`src/rtl/atm_session_guard.sv`:
```
// Card-session guard that drives the inactivity timer and escalates repeated timeouts to an abort.
// Optional macro ATM_SESSION_GUARD_ABORT_COUNT_EN adds an 8-bit saturating abort_count output.
module atm_session_guard #(
   parameter logic [1:0] WARN_LIMIT = 2'd1
) (
   input  logic       clk,
   input  logic       rst,
   input  logic       card_in,
   input  logic       key_valid,
   input  logic       session_done,
   input  logic       timeout,
   output logic       tmr_start,
   output logic       tmr_restart,
   output logic       session_active,
   output logic       warn,
   output logic       session_abort,
   output logic       eject_req
`ifdef ATM_SESSION_GUARD_ABORT_COUNT_EN
   ,
   output logic [7:0] abort_count
`endif
);

   typedef enum logic [2:0] {
      StIdle,
      StActive,
      StRearm,
      StWarn,
      StAbort,
      StEjectWait
   } state_e;

   state_e     state_q, state_d;
   logic [1:0] warn_cnt_q, warn_cnt_d;

   always_ff @(posedge clk) begin
      if (!rst) begin
         state_q    <= StIdle;
         warn_cnt_q <= 2'd0;
      end else begin
         state_q    <= state_d;
         warn_cnt_q <= warn_cnt_d;
      end
   end

   always_comb begin
      state_d    = state_q;
      warn_cnt_d = warn_cnt_q;
      unique case (state_q)
         StIdle: begin
            if (card_in) begin
               state_d    = StActive;
               warn_cnt_d = 2'd0;
            end
         end
         StActive, StWarn: begin
            if (!card_in || session_done) begin
               state_d = StIdle;
            end else if (timeout) begin
               // Timeout beats a same-cycle keypress: the timer has already fired.
               if (warn_cnt_q == WARN_LIMIT) begin
                  state_d = StAbort;
               end else begin
                  state_d    = StRearm;
                  warn_cnt_d = warn_cnt_q + 2'd1;
               end
            end else if (key_valid && (state_q == StWarn)) begin
               state_d    = StActive;
               warn_cnt_d = 2'd0;
            end
         end
         StRearm:     state_d = card_in ? StWarn : StIdle;
         StAbort:     state_d = StEjectWait;
         StEjectWait: if (!card_in) state_d = StIdle;
         default:     state_d = StIdle;
      endcase
   end

   always_comb begin
      tmr_start      = (state_q == StActive) || (state_q == StWarn);
      tmr_restart    = key_valid && tmr_start;
      session_active = (state_q == StActive) || (state_q == StRearm) || (state_q == StWarn);
      warn           = (state_q == StWarn);
      session_abort  = (state_q == StAbort);
      eject_req      = (state_q == StEjectWait);
   end

`ifdef ATM_SESSION_GUARD_ABORT_COUNT_EN
   logic [7:0] abort_cnt_q;

   always_ff @(posedge clk) begin
      if (!rst) begin
         abort_cnt_q <= 8'd0;
      end else if ((state_d == StAbort) && (state_q != StAbort) && (abort_cnt_q != 8'hFF)) begin
         abort_cnt_q <= abort_cnt_q + 8'd1;
      end
   end

   assign abort_count = abort_cnt_q;
`endif

endmodule

```
`config.mk`:
```
export PLATFORM = sky130hd
export DESIGN_NAME = atm_session_guard
export DESIGN_NICKNAME = d
export VERILOG_FILES = /design/src/rtl/atm_session_guard.sv
export SDC_FILE = /design/constraint.sdc
export NUM_CORES = 1
export LEC_CHECK = 0
export ABC_AREA = 0
export ABC_CLOCK_PERIOD_IN_PS = 2400
export CAP_MARGIN = 20
export CORE_AREA = 8 8 45 47
export CTS_CLUSTER_SIZE = 20
export DETAILED_ROUTE_END_ITERATION = 12
export DIE_AREA = 0 0 53 55
export PLACE_DENSITY = 0.52
export RECOVER_POWER = 25
export SLEW_MARGIN = 40
export SYNTH_ARGS = -nofsm -noshare
export SYNTH_HDL_FRONTEND = slang
export SYNTH_SLANG_ARGS = --single-unit
```
`constraint.sdc`:
```
create_clock -name clk -period 2.4 [get_ports clk]
set_input_delay 0.36 -clock clk [delete_from_list [all_inputs] [get_ports clk]]
set_output_delay 0.36 -clock clk [all_outputs]
set_load 0.03 [all_outputs]
```
==> impl_results.md <==
- Largest net degree at the start of global routing: 8
- Layout cells sized above 1: 0.07273
- Inserted Diodes: 0
- Clock root cell: clkbuf_4
- PD cells: 474.6 nW/um2
- I/O Pins: 12
- Critical Path Source Type: register
- Hold Path Origin: warn_cnt_q[1]
- Post-layout instance area: 471.7 um2
- Post-CTS Setup Repair Bufs: 0
- Clock Skew: 2.681 ps
- Htree depth: 1
- Final wirelength: 779 um
- Final number of max-transition violations: 0
- TritonCTS Buffers: 3
- Rows: 14
- Iter 0 DRT Violations: 4
- Min Clock Period, post-route: 2028 ps
- Mapped Avg Cell Area: 7.883 um2
- Initial antenna violation count: 0
- Nets: 63
- Critical path class: reg2out
- Clk buf depth: 2
- Least-Margin Pin Slew: 326.4 ps
- Fmax: 493.2 MHz
- RR Endpoint: warn_cnt_q[1]
- Leakage: 0.1739 nW
- TritonRoute pass-1 iters: 2
- Final-layout fill cell count: 152
- Clock Pin Slew Worst Setup and Hold Paths: 40 ps
- Endpoints failing setup: 0
- Starting Density: 0.2278
- Total GRT Usage: 0.06288
- CP endpoint kind: primary output
- MaxCap Viol Count: 0
- Post-route ant nets: 0
- Number of vias per cell: 4.479
- CTS Hold Bufs: 0
- WHS Path Cells: 2
- PortBufs: 11
- Yosys warning total: 0
- Sequential area share after synthesis: 0.3175
- R2r setup slk: 1150 ps
- Wirelength per Cell: 10.97 um
- Dpl hpwl: 623.7 um
- First-pass GRT wire length: 1.324 mm
- Mapped Nets: 47
- Top cells by area, synth: dfxtp_1, mux2i_1, nor2_1
- Area grow syn2layout: 49.60%
- Final GP Congestion: 0.6864
- Worst VDD drop: 0.2596 mV
- Total grt overflow: 0
- Period Utilization, post-route: 0.8448
- DIE AREA: 2915 um2
- Via count: 318
- Synthesized cell area: 315.3 um2
- Unrepaired setup endpoints after global routing: false
- Relative slew slack: 0.7768
- Core Box Area: 1384 um2
- Peak fanout along the critical path: 7
- Final hold vios: 0
- DIE WIDTH: 53 um
- Status: complete, no violations
- Mapped Cells: 40
- R2R cell count: 4
- Post-synth top area share: 0.3175
- Residual DRC count: 0
- Vias in the first global route: 308
- TritonCTS Sinks: 5
- Worst EP required: 2040 ps
- TritonCTS clock tree: built
- Clock Latency Late Sink: 240 ps
- Die H: 55 um
- Power, Total: 223.9 uW
- Unique masters post-synth: 20
- Critical path data arrival time: 1670 ps
- Cell taking the most area after synthesis: dfxtp_1
- Sink of the worst hold path: warn_cnt_q[1]
- Setup TNS: 0 ps
- Post_cts resized: 0
- Placed inst area: 445.4 um2
- R2r startpoint: warn_cnt_q[0]
- Hold Crit Class: reg2reg
- #FFs+latches synth: 5
## cell families after synthesis
kind of cell	after synthesis	share of synthesized area
flops	5	0.3175
fa+ha+maj	1	0.03968
simple gates	19	0.3095
compound gates	8	0.1905
buf+inv	4	0.04761
mux	3	0.09524
## flip-flops by register name, indices dropped and copies added (netlist names)
register	cells
state_q	3
warn_cnt_q	2
## worst max-delay path by stage
stage | start | endpoint | slack, ps | cells past startpoint
floorplan | state_q[2] | tmr_restart | 950 | 2
global placement | key_valid | tmr_restart | 400 | 3
detailed placement | key_valid | tmr_restart | 390 | 3
CTS | state_q[0] | tmr_restart | 360 | 3
global route | state_q[0] | warn | 270 | 3
finish | state_q[0] | warn | 370 | 3
## critical path, cell delays in order, from the launching register on
cell and delay (ps):
dfxtp_1 420, and2b_1 210, and2_1 130, clkdlybuf4s50_1 660
## area by class of cell
cell class,instances,area [um2],share of cell area
clock buffer,4,26.28,0.05570
tap,16,20.02,0.04244
inverter,4,15.01,0.03183
timing repair buffer,11,110.1,0.2334
multi-input combinational,31,200.2,0.4244
sequential,5,100.1,0.2122
## through the flow
stage                     utilization  std cells  hold WS [ps]  worst slack, ps
after global placement         0.3219         67         452.0            402.4
after detailed placement       0.3219         67         458.8            393.1
after global routing           0.3409         71         480.6            274.6
after CTS                      0.3409         71         465.9            355.1
after floorplan                     -         40         438.0            946.2
final                          0.3409         71         459.9            372.5
## cells in the final DEF (no fill, tap or decap)
| master | count |
|---|---|
| o32ai_1 | 1 |
| inv_1 | 4 |
| a32oi_1 | 1 |
| ha_1 | 1 |
| nor4b_1 | 1 |
| nand2b_1 | 1 |
| clkbuf_1 | 1 |
| nand2_2 | 1 |
| o2111ai_1 | 1 |
| dfxtp_1 | 5 |
| clkdlybuf4s50_1 | 10 |
| mux2i_1 | 3 |
| or3_1 | 2 |
| and2b_1 | 1 |
| dlygate4sd3_1 | 1 |
| nand2_1 | 4 |
| a21oi_1 | 1 |
| and2_1 | 3 |
| a2111oi_0 | 1 |
| o21ai_0 | 1 |
| o21bai_1 | 1 |
| nor2_1 | 6 |
| o31ai_1 | 1 |
| clkbuf_4 | 3 |
## power by group
part	internal, mW	leakage, nW	switching [mW]
Clock	0.0627	0.0150	0.0323
Sequential	0.0852	0.0405	0.00245
Combinational	0.0199	0.118	0.0213
Total	0.168	0.174	0.0561
## layer usage
layer / vias up / wire (um) / track usage
li1: 172 / - / -
met1: 132 / 419 / 0.07915
met2: 12 / 276 / 0.07813
met3: 2 / 71 / 0.02139
met4: 0 / 12 / 0.06466
met5: - / 0 / 0
## cell usage after synthesis
cell type	count
nand2b_1	1
o21bai_1	1
dfxtp_1	5
o21ai_0	1
mux2i_1	3
a32oi_1	1
and2b_1	1
a21oi_1	1
nand2_1	4
o31ai_1	1
nor4b_1	1
o32ai_1	1
inv_1	4
a2111oi_0	1
nand2_2	1
o2111ai_1	1
nor2_1	6
or3_1	2
and2_1	3
ha_1	1
Note: power is estimated with default switching activity, not from simulation.
